File: src/rtl/uart_rx_buffer.sv
// 16x-oversampled 8N1 UART receiver feeding a show-ahead byte FIFO with sticky error flags.
// Define UART_RX_PARITY_EN to add an even-parity bit (8E1) and the parity_err output.
module uart_rx_buffer #(
  parameter int unsigned BAUD_DIV   = 651,
  parameter int unsigned DEPTH_LOG2 = 2
) (
  input  logic                  clk,
  input  logic                  reset,
  input  logic                  UART_RX,
  input  logic                  rd,
  output logic [7:0]            rx_data,
  output logic                  rx_valid,
  output logic [DEPTH_LOG2:0]   rx_count,
  output logic                  overrun,
  output logic                  frame_err,
`ifdef UART_RX_PARITY_EN
  output logic                  parity_err,
`endif
  input  logic                  clr_err
);

  localparam int unsigned Depth = 2 ** DEPTH_LOG2;
  localparam int unsigned DivW  = (BAUD_DIV > 1) ? $clog2(BAUD_DIV) : 1;
  localparam int unsigned CntW  = DEPTH_LOG2 + 1;

  typedef enum logic [2:0] {
    StIdle,
    StStart,
    StData,
`ifdef UART_RX_PARITY_EN
    StParity,
`endif
    StStop
  } state_e;

  state_e                state_q, state_d;
  logic                  sync1_q, sync1_d, sync2_q, sync2_d, prev_q, prev_d;
  logic [DivW-1:0]       div_q, div_d;
  logic [3:0]            tcnt_q, tcnt_d;
  logic [2:0]            bidx_q, bidx_d;
  logic [7:0]            shift_q, shift_d;
  logic                  overrun_q, overrun_d, frame_err_q, frame_err_d;
  logic [DEPTH_LOG2-1:0] wr_ptr_q, wr_ptr_d, rd_ptr_q, rd_ptr_d;
  logic [CntW-1:0]       count_q, count_d;
  logic [7:0]            mem [Depth];
  logic                  tick, push, pop, full, wr_en, ovr_set, fe_set;
`ifdef UART_RX_PARITY_EN
  logic                  par_bad_q, par_bad_d, parity_err_q, parity_err_d, par_set;
`endif

  always_comb begin
    sync1_d  = UART_RX;
    sync2_d  = sync1_q;
    prev_d   = sync2_q;
    tick     = (div_q == DivW'(BAUD_DIV - 1));
    div_d    = tick ? '0 : div_q + DivW'(1);
    state_d  = state_q;
    tcnt_d   = tcnt_q;
    bidx_d   = bidx_q;
    shift_d  = shift_q;
    push     = 1'b0;
    fe_set   = 1'b0;
`ifdef UART_RX_PARITY_EN
    par_bad_d = par_bad_q;
    par_set   = 1'b0;
`endif
    unique case (state_q)
      StIdle: begin
        // Edge-triggered so a line stuck low cannot start back-to-back frames
        if (prev_q && !sync2_q) begin
          state_d = StStart;
          tcnt_d  = '0;
`ifdef UART_RX_PARITY_EN
          par_bad_d = 1'b0;
`endif
        end
      end
      StStart: begin
        if (tick) begin
          if (tcnt_q == 4'd7) begin
            if (sync2_q) begin
              state_d = StIdle;
            end else begin
              state_d = StData;
              tcnt_d  = '0;
              bidx_d  = '0;
            end
          end else begin
            tcnt_d = tcnt_q + 4'd1;
          end
        end
      end
      StData: begin
        if (tick) begin
          tcnt_d = tcnt_q + 4'd1;
          if (tcnt_q == 4'd15) begin
            shift_d = {sync2_q, shift_q[7:1]};
            bidx_d  = bidx_q + 3'd1;
            if (bidx_q == 3'd7) begin
`ifdef UART_RX_PARITY_EN
              state_d = StParity;
`else
              state_d = StStop;
`endif
            end
          end
        end
      end
`ifdef UART_RX_PARITY_EN
      StParity: begin
        if (tick) begin
          tcnt_d = tcnt_q + 4'd1;
          if (tcnt_q == 4'd15) begin
            par_bad_d = ^{shift_q, sync2_q};
            par_set   = par_bad_d;
            state_d   = StStop;
          end
        end
      end
`endif
      StStop: begin
        if (tick) begin
          tcnt_d = tcnt_q + 4'd1;
          if (tcnt_q == 4'd15) begin
            state_d = StIdle;
            if (!sync2_q) begin
              fe_set = 1'b1;
            end else begin
`ifdef UART_RX_PARITY_EN
              push = !par_bad_q;
`else
              push = 1'b1;
`endif
            end
          end
        end
      end
      default: state_d = StIdle;
    endcase

    pop       = rd && (count_q != '0);
    full      = (count_q == CntW'(Depth));
    // A pop in the same cycle frees the slot the push lands in
    wr_en     = push && (!full || pop);
    ovr_set   = push && full && !pop;
    count_d   = count_q + CntW'(wr_en) - CntW'(pop);
    wr_ptr_d  = wr_en ? wr_ptr_q + DEPTH_LOG2'(1) : wr_ptr_q;
    rd_ptr_d  = pop ? rd_ptr_q + DEPTH_LOG2'(1) : rd_ptr_q;
    overrun_d   = (overrun_q && !clr_err) || ovr_set;
    frame_err_d = (frame_err_q && !clr_err) || fe_set;
`ifdef UART_RX_PARITY_EN
    parity_err_d = (parity_err_q && !clr_err) || par_set;
`endif
  end

  always_ff @(posedge clk or posedge reset) begin
    if (reset) begin
      state_q     <= StIdle;
      sync1_q     <= 1'b1;
      sync2_q     <= 1'b1;
      prev_q      <= 1'b1;
      div_q       <= '0;
      tcnt_q      <= '0;
      bidx_q      <= '0;
      shift_q     <= '0;
      overrun_q   <= 1'b0;
      frame_err_q <= 1'b0;
      wr_ptr_q    <= '0;
      rd_ptr_q    <= '0;
      count_q     <= '0;
`ifdef UART_RX_PARITY_EN
      par_bad_q    <= 1'b0;
      parity_err_q <= 1'b0;
`endif
    end else begin
      state_q     <= state_d;
      sync1_q     <= sync1_d;
      sync2_q     <= sync2_d;
      prev_q      <= prev_d;
      div_q       <= div_d;
      tcnt_q      <= tcnt_d;
      bidx_q      <= bidx_d;
      shift_q     <= shift_d;
      overrun_q   <= overrun_d;
      frame_err_q <= frame_err_d;
      wr_ptr_q    <= wr_ptr_d;
      rd_ptr_q    <= rd_ptr_d;
      count_q     <= count_d;
`ifdef UART_RX_PARITY_EN
      par_bad_q    <= par_bad_d;
      parity_err_q <= parity_err_d;
`endif
    end
  end

  always_ff @(posedge clk) begin
    if (wr_en) begin
      mem[wr_ptr_q] <= shift_q;
    end
  end

  assign rx_valid  = (count_q != '0);
  assign rx_data   = rx_valid ? mem[rd_ptr_q] : 8'h00;
  assign rx_count  = count_q;
  assign overrun   = overrun_q;
  assign frame_err = frame_err_q;
`ifdef UART_RX_PARITY_EN
  assign parity_err = parity_err_q;
`endif

endmodule

File: config.mk
export PLATFORM = sky130hd
export DESIGN_NAME = uart_rx_buffer
export DESIGN_NICKNAME = d
export VERILOG_FILES = /design/src/rtl/uart_rx_buffer.sv
export SDC_FILE = /design/constraint.sdc
export NUM_CORES = 1
export LEC_CHECK = 0
export BUFFER_PORTS_ARGS = -buffer_cell sky130_fd_sc_hd__clkbuf_2
export CAP_MARGIN = 10
export CORE_MARGIN = 8
export CORE_UTILIZATION = 45
export DETAILED_ROUTE_END_ITERATION = 10
export PLACE_DENSITY = 0.6
export SYNTH_ARGS = -nofsm -noshare
export SYNTH_HDL_FRONTEND = slang
export SYNTH_SLANG_ARGS = --single-unit
File: constraint.sdc
create_clock -name clk -period 7.4 [get_ports clk]
set_input_delay 1.11 -clock clk [delete_from_list [all_inputs] [get_ports clk]]
set_output_delay 1.11 -clock clk [all_outputs]
set_load 0.005 [all_outputs]
==> results_dict.tcl, run 1 <==
set metrics [dict create \
    rr_worst_depth 12 \
    port_buffers 18 \
    route.detailed.drc 0 \
    post-cts-setup-buffer-count 0 \
    synth_top_area_share_pct 30.1 \
    grt_max_degree 40 \
    worstMarginPinSlew_ns 0.601 \
    synth_async_sr_flop_share_pct 54.9 \
    slew_headroom_pct 60.0 \
    vias 1667 \
    fin_crit_ns 3.03 \
    core_area_um2 6830 \
    syn2layout_area_growth_pct 10.1 \
    endpoint "rx_data[4]" \
    required_ns 6.29 \
    overflow 0 \
    floorplan.initialDensity_pct 46.7 \
    yosysTopAreaCell "edfxtp_1" \
    drive_gt1_share_pct 25.2 \
    hold_buffers 0 \
    power_uw 841 \
    cts_tree "yes" \
    cp.arrival_ns 1.92 \
    dr.pass1.iters 4 \
    critPathCaptureType "output port" \
    grt_pass1_wl_um 8240 \
    synth-seq-cells 71 \
    cellPowerDensity_nw_per_um2 239 \
    synth-edff-count 32 \
    avgSynthCellArea_um2 14.8 \
    antennaDiodeCount 0 \
    hpwl_um 3290 \
    ioPinCount 19 \
    whs_ns 0.357 \
    syn-num-nets 233 \
    timing.rr.end "rx_count[2]" \
    cts-htree-levels 3 \
    finalClockSkew_ns 0.00584 \
    rows 30 \
    fp.dieW_um 100 \
    routed_wl_um 4840 \
    antenna_left 0 \
    post-route-util_pct 51.4 \
    leakage_nw 1.56 \
    grt_use_total_pct 10.8 \
    synthTopCellsByArea "edfxtp_1 (30%), dfrtp_1 (28%), mux4_2 (5.6%)" \
    cts_sinks 71 \
    rsz0062_at_grt "false" \
    ys.warnings.count 0 \
    hold_viol 0 \
    cts_inserted_buffers 9 \
    grt_pass1_vias 1705 \
    fin_setup_tns_ns 0 \
    hold_class "flip-flop to flip-flop" \
    place_area_um2 3350 \
    synth_ff_type "dfrtp_1" \
    cp-start-kind "flip-flop" \
    yosysUniqueCellTypes 47 \
    yosysSeqAreaShare_pct 60.8 \
    clkTransAtPathRegs_ns 0.07 \
    ir_drop_uv 127 \
    place_congestion 0.679 \
    max_freq_ghz 0.330 \
    outcome "complete, no violations" \
    clk_latency_ns 0.33 \
    drt_iter0_drc 60 \
    r2r-start "div_q[0]" \
    syn_area_um2 3190 \
    antenna_found_initial 0 \
    cts_root_buffer "clkbuf_8" \
    cts-resized-gates 0 \
    die_area_um2 10000 \
    post-route-period-util_pct 41.0 \
    maxSlewViolCount 0 \
    viasPerCell 4.93 \
    path_max_fanout 10 \
    fin_nets 254 \
    post_drt_wl_per_cell_um 14.3 \
    r2r_slack_ns 4.61 \
    cap_violations 0 \
    final_cell_area_um2 3510 \
    clockBufferDepth 2 \
    die-height_um 100 \
    setup_viol 0 \
    syn_inst 216 \
    startpoint "rd_ptr_q[0]" \
    path_class "flip-flop to output port" \
]
==> cells in the mapped netlist (all sizes together) (4+ instances only) <==
cell    number
dfrtp       36
edfxtp      32
and2        14
inv         13
ha          11
mux2        11
nor2        10
xnor2       10
mux4         8
nand3        8
clkbuf       6
nand2        4
xor2         4
==> layer usage <==
layer | vias to the layer above | share of wire (%) | global-route usage, %
met3 | 7 | 3.8 | 3.81
met4 | 0 | 1.6 | 4.88
met5 | - | 0 | 0
met1 | 813 | 48 | 12.9
met2 | 20 | 47 | 17.0
li1 | 827 | - | -
==> through the flow <==
| step | cells | setup slack (ns) |
|---|---|---|
| 2_1_floorplan | 216 | 4.63 |
| 3_3_place_gp | 322 | 4.44 |
| 3_5_place_dp | 322 | 4.37 |
| 4_1_cts | 338 | 4.30 |
| 5_1_grt | 338 | 4.19 |
| 6_report | 338 | 4.37 |
==> worst max-delay path: stages, from the launching register on <==
cell and delay, ns:
dfrtp_1 0.73, mux4_2 0.58, and2_1 0.17, clkbuf_2 0.11
==> kinds of logic (layout without fill, tap and decap cells) <==
| group | count (synthesis) | after routing | synth area share (%) |
|---|---|---|---|
| flops | 71 | 71 | 60.8 |
| simple gates | 61 | 61 | 12.1 |
| buf+inv | 22 | 48 | 3.53 |
| mux | 20 | 20 | 10.8 |
| compound gates | 16 | 16 | 4.00 |
| xor+xnor | 14 | 14 | 3.84 |
| fa+ha+maj | 12 | 12 | 4.94 |
==> cell usage in the layout, fill, tap and decap left out, types with 3 or more instances in the layout <==
cell	n
dfrtp_1	36
mux4_2	8
xnor2_1	10
xor2_1	4
edfxtp_1	32
nor2_1	10
nand3b_1	3
inv_1	13
mux2_2	3
dfstp_2	3
nand3_1	7
and2_1	14
ha_1	11
a22o_1	3
nand2_1	4
mux2_4	8
clkbuf_8	10
clkbuf_2	18
clkinv_2	3
==> how the worst min path moves through the flow <==
| stage | cells after the start | start | to |
|---|---|---|---|
| after floorplan | 0 | sync1_q | prev_d |
| after global placement | 0 | sync1_q | prev_d |
| after detailed placement | 0 | sync1_q | prev_d |
| after CTS | 0 | sync1_q | prev_d |
| after global routing | 0 | sync1_q | prev_d |
| final | 0 | sync1_q | prev_d |
==> sequential cells by signal (all words and copies together) (netlist names) <==
signal,cells
div_q,10
tcnt_q,4
rx_count,3
wr_ptr_q,2
rd_ptr_q,2
overrun,1
prev_d,1
state_q,2
frame_err,1
prev_q,1
sync1_q,1
mem,32
bidx_q,3
shift_q,8
==> final cells by class <==
class                   count  area [um2]
inverters                  13        48.8
well taps                  96         120
multi-input cells         123        1140
flip-flops and latches     71        1940
clock buffers              12         145
fillers                   603        3320
clock inverters             4        22.5
repair buffers             19        97.6
==> report_power, final <==
group	internal, mW	switching [mW]	leakage (nW)
sequential	0.432	0.0434	0.873
clock	0.129	0.135	0.0861
combinational	0.0588	0.0419	0.597
total	0.620	0.221	1.56
Power figures use the tool's default switching activity.
==> inputs of run 2 (changes only) <==
ABC_AREA = 1   (was default)
clock period = 2.8 ns   (was 7.4 ns; I/O delays follow)
==> run 2 against run 1 <==
  * Die area increased by 2.4%
  * Critical path depth increased by 9
  * Setup slack got worse by 4.1 ns
  * Combinational power increased to 8.7 times the previous value
  * Global-route usage increased by 2.1 points
  * Count of clock-buffer cells in the layout decreased by 1
  * Critical endpoint is now rx_count[2]
  * Largest cell class unchanged
==> results_dict.tcl, run 2 <==
set metrics [dict create \
    outcome "complete, no violations" \
    place_ws_ns 0.193 \
    yosysUniqueCellTypes 32 \
    floorplan.initialDensity_pct 45.8 \
    synth_top_area_share_pct 29.3 \
    slew_headroom_pct 57.3 \
    overflow 0 \
    clockBufferDepth 2 \
    drt_iter0_drc 49 \
    critPathCaptureType "flip-flop" \
    whs_ns 0.164 \
    drive_gt1_share_pct 17.7 \
    fin_nets 385 \
    avgSynthCellArea_um2 9.75 \
    path_cells "inv_1 -> ha_1 -> nand2_1 -> nor2_2 -> inv_1 -> nor2_2 -> nand4_2 -> ha_1 -> inv_1 -> ha_1 -> fa_1 -> xor2_1" \
    fin_crit_ns 2.51 \
    cpLargestDelayFamily "adder cells" \
    syn_area_um2 3280 \
    clk_latency_ns 0.33 \
    grt_use_total_pct 12.9 \
    ir_drop_uv 404 \
    port_buffers 18 \
    grt_pass1_vias 2181 \
    r2r-start "div_q[0]" \
    post-cts-setup-buffer-count 0 \
    synth-edff-count 32 \
    hold_buffers 0 \
    viasPerCell 4.77 \
    finalNonFillerCells 472 \
    synth_ff_type "dfrtp_1" \
    reg_top3 "mem x32, div_q x10, shift_q x8" \
    route.detailed.drc 0 \
    cap_violations 0 \
    dr.pass1.iters 4 \
    cellPowerDensity_nw_per_um2 789 \
    leakage_nw 1.77 \
    final_cell_area_um2 3710 \
    cts_sinks 71 \
    syn-num-nets 354 \
    post-route-period-util_pct 89.7 \
    synth_common_cells "nand2_1 (71), nor2_1 (54), dfrtp_1 (36), inv_1 (33), edfxtp_1 (32)" \
    fp.dieW_um 101 \
    core_area_um2 7180 \
    path_class "flip-flop to flip-flop" \
    layout_common_cells "nand2_1 (71), nor2_1 (53), dfrtp_1 (36), inv_1 (33), edfxtp_1 (32)" \
    ioPinCount 19 \
    place_inst 456 \
    post_drt_wl_per_cell_um 12.5 \
    largest_reg_flops 32 \
    cts_tree "yes" \
    yosysTopAreaCell "edfxtp_1" \
    yosysSeqAreaShare_pct 59.1 \
    place_congestion 0.826 \
    synth_most_common_cell "nand2_1" \
    ys.warnings.count 0 \
    max_freq_ghz 0.398 \
    antenna_found_initial 0 \
    antenna_left 0 \
    setup_viol 0 \
    antennaDiodeCount 0 \
    fin_setup_tns_ns 0 \
    worstMarginPinSlew_ns 0.640 \
    clkTransAtPathRegs_ns 0.07 \
    routed_wl_um 5920 \
    hold_viol 0 \
    synthTopCellsByArea "edfxtp_1 (29%), dfrtp_1 (27%), nand2_1 (8.1%)" \
    crit_path_max_incr_delay_ns 0.41 \
    cp-start-kind "flip-flop" \
    syn2layout_area_growth_pct 13.0 \
    cts-resized-gates 0 \
    required_ns 3.02 \
    finalClockSkew_ns 0.00259 \
    vias 2253 \
    die_area_um2 10300 \
    cp.arrival_ns 2.73 \
    final_common_cell "nand2_1" \
    cts_root_buffer "clkbuf_8" \
    die-height_um 101 \
    cp_slowest_cell "dfrtp_1" \
    syn_inst 337 \
    cts_inserted_buffers 9 \
    synth_async_sr_flop_share_pct 54.9 \
    min_from "UART_RX" \
    grt_pass1_wl_um 10200 \
    hpwl_um 4050 \
    startpoint "div_q[0]" \
    power_mw 2.93 \
    cts-htree-levels 3 \
    hold_class "input pin to flip-flop" \
    largest-register "mem" \
    place_area_um2 3530 \
    maxSlewViolCount 0 \
    rows 31 \
    path_buf_inv 3 \
    grt_max_degree 40 \
    synth-seq-cells 71 \
    layout_setup_ws_ns 0.288 \
    path_max_fanout 7 \
    post-route-util_pct 51.7 \
    rsz0062_at_grt "false" \
]
## run 2: report_power, final
group          total [mW]  leakage, nW  internal (mW)  switching [mW]
combinational       0.876        0.801          0.347           0.529
clock               0.769       0.0945          0.405           0.364
sequential           1.28        0.876           1.16           0.120
total                2.93         1.77           1.91            1.01
## run 2: logic make-up (layout without fill, tap and decap cells)
family / after synthesis / in the layout / synth area share, %
buffers and inverters: 42 / 78 / 4.95
adder cells (fa/ha/maj): 12 / 12 / 4.80
flip-flops: 71 / 71 / 59.1
XOR/XNOR: 5 / 5 / 1.33
AND/OR/NAND/NOR: 169 / 169 / 23.7
AO/OA/AOI/OAI: 38 / 38 / 6.17
## run 2: layout make-up
cell class | count | area, um2
fillers | 664 | 3470
flip-flops and latches | 71 | 1940
multi-input cells | 224 | 1180
repair buffers | 25 | 143
inverters | 37 | 139
clock buffers | 11 | 131
well taps | 99 | 124
clock inverters | 5 | 48.8
## run 2: final timing paths
check / endpoint / slack, ns / cells past startpoint
max: rx_count[2] / 0.29 / 12
min reg2reg: prev_d / 0.36 / 0
max in group asynchronous: prev_d / 2.26 / 3
max reg2reg: rx_count[2] / 0.29 / 12
min in group asynchronous: div_q[5] / 0.18 / 3
min: sync1_q / 0.16 / 1
## run 2: metal layers
metal | vias to the layer above | track usage, % | part of all wire (%)
met5 | - | 0 | 0
met4 | 0 | 6.76 | 1.9
met3 | 10 | 2.75 | 2.9
met2 | 20 | 21.5 | 47
met1 | 1065 | 15.3 | 48
li1 | 1158 | - | -
==> inputs of run 3 (changes only) <==
MAX_ROUTING_LAYER = met4   (was default)
==> run 3 against run 2 <==
  * Routed wire length is 0.14% lower
  * Cell count stayed put
  * Highest routed layer unchanged
  * Sequential power hardly changed
  * Worst hold slack better by 0.0015 ns
  * Utilization stayed put
  * Critical path depth stayed put
  * Critical endpoint unchanged
  * Setup slack hardly changed
  * Die area stayed put
  * Largest cell class unchanged
==> results_dict.tcl, run 3 (synthesized netlist as in run 2, its figures left out) <==
set metrics [dict create \
    largest-register "mem" \
    crit_path_max_incr_delay_ns 0.41 \
    combPwrFrac_pct 29.9 \
    grt_pass1_wl_um 10200 \
    die_area_um2 10300 \
    path_class "flip-flop to flip-flop" \
    core_area_um2 7180 \
    seqCellArea_um2 1940 \
    clkTransAtPathRegs_ns 0.07 \
    cellPowerDensity_nw_per_um2 789 \
    switchingPower_mw 1.01 \
    cp_slowest_cell "dfrtp_1" \
    fin_crit_ns 2.51 \
    hpwl_um 4050 \
    grt_max_degree 40 \
    hold_path_depth 1 \
    routed_wl_um 5910 \
    cts_root_buffer "clkbuf_8" \
    slew_headroom_pct 57.4 \
    ioPinCount 19 \
    required_ns 3.01 \
    die-height_um 101 \
    path_cells "inv_1 -> ha_1 -> nand2_1 -> nor2_2 -> inv_1 -> nor2_2 -> nand4_2 -> ha_1 -> inv_1 -> ha_1 -> fa_1 -> xor2_1" \
    viasPerCell 4.77 \
    finalNonFillerCells 472 \
    cp.arrival_ns 2.73 \
    antennaDiodeCount 0 \
    grt_use_total_pct 13.3 \
    cts-htree-levels 3 \
    finalClockSkew_ns 0.00300 \
    largest_reg_flops 32 \
    power.internal_mw 1.92 \
    rows 31 \
    path_max_fanout 7 \
    timing.rr.end "rx_count[2]" \
    vias 2252 \
    ir_drop_uv 404 \
    path_buf_inv 3 \
    min_from "UART_RX" \
    dr.pass1.iters 4 \
    port_buffers 18 \
    grt_pass1_vias 2182 \
    clockBufferDepth 2 \
    fp.dieW_um 101 \
    overflow 0 \
    route.detailed.drc 0 \
    cts_tree "yes" \
    r2r_slack_ns 0.29 \
    hold_path_end "sync1_q" \
    cts_sinks 71 \
    antenna_left 0 \
    critPathCaptureType "flip-flop" \
    fillers 664 \
    syn2layout_area_growth_pct 13.0 \
    swShare_pct 34.6 \
    fin_nets 385 \
    drive_gt1_share_pct 17.7 \
    rr_worst_depth 12 \
    reg_top3 "mem x32, div_q x10, shift_q x8" \
    place_congestion 0.839 \
    hold_viol 0 \
    setup_viol 0 \
    floorplan.initialDensity_pct 45.8 \
    fin_setup_tns_ns 0 \
    outcome "complete, no violations" \
    cts_inserted_buffers 9 \
    clk_latency_ns 0.33 \
    clkPwrFrac_pct 26.3 \
    post-cts-setup-buffer-count 0 \
    max_freq_ghz 0.398 \
    r2r-start "div_q[0]" \
    cp-start-kind "flip-flop" \
    rsz0062_at_grt "false" \
    post-route-period-util_pct 89.7 \
    leakage_nw 1.77 \
    layout_common_cells "nand2_1 (71), nor2_1 (53), dfrtp_1 (36), inv_1 (33), edfxtp_1 (32)" \
    final_common_cell "nand2_1" \
    seq_power_share_pct 43.8 \
    cpLargestDelayFamily "adder cells" \
    cap_violations 0 \
    antenna_found_initial 0 \
    maxSlewViolCount 0 \
    power_mw 2.93 \
    worstMarginPinSlew_ns 0.640 \
    post_drt_wl_per_cell_um 12.5 \
    drt_iter0_drc 54 \
    hold_class "input pin to flip-flop" \
    place_inst 456 \
    multi_input_area_um2 1180 \
]
## run 3: cell counts in the layout (fill, tap and decap cells not counted)
No cell type changed its count.
## run 3: stage by stage
step	util [%]	area, um2	hold slack (ns)	worst slack, ns
after floorplan	-	3280	0.345	0.430
after global placement	49.2	3530	0.347	0.307
after detailed placement	49.2	3530	0.347	0.193
after CTS	51.7	3710	0.149	0.175
after global routing	51.7	3710	0.146	0.0526
final	51.7	3710	0.165	0.288
## run 3: routing by layer
metal	track usage (%)	up-vias	wire length (um)
met2	21.5	23	2800
met5	-	-	0
met3	2.61	11	157
met4	6.76	0	101
met1	15.4	1060	2860
li1	-	1158	-
## run 3: power by group through the flow
| stage | combinational (mW) | clock (mW) | sequential (mW) |
|---|---|---|---|
| CTS | 0.891 | 0.792 | 1.28 |
| floorplan | 0.671 | 0 | 1.25 |
| global placement | 0.874 | 0 | 1.30 |
| detailed placement | 0.889 | 0 | 1.31 |
| finish | 0.876 | 0.769 | 1.28 |
| global route | 1.02 | 0.834 | 1.30 |
## run 3: cell type report
type                    instances  area share (%)
flip-flops and latches         71            52.3
clock buffers                  11            3.54
multi-input cells             224            31.9
well taps                      99            3.34
repair buffers                 25            3.84
clock inverters                 5            1.32
inverters                      37            3.74
## run 3: worst max-delay path by stage
stage	start	endpoint	slack [ns]	cells past startpoint
6_report	div_q[0]	rx_count[2]	0.29	12
5_1_grt	div_q[0]	rx_count[2]	0.05	12
4_1_cts	div_q[0]	rx_count[2]	0.17	12
3_5_place_dp	div_q[0]	rx_count[2]	0.19	12
3_3_place_gp	div_q[0]	rx_count[2]	0.31	12
2_1_floorplan	div_q[0]	rx_count[2]	0.43	12
## run 3: what timing repair did
item	4_1_cts	5_1_grt
gates resized for setup	0	1
hold buffers	0	0
endpoints found under the setup margin	0	1
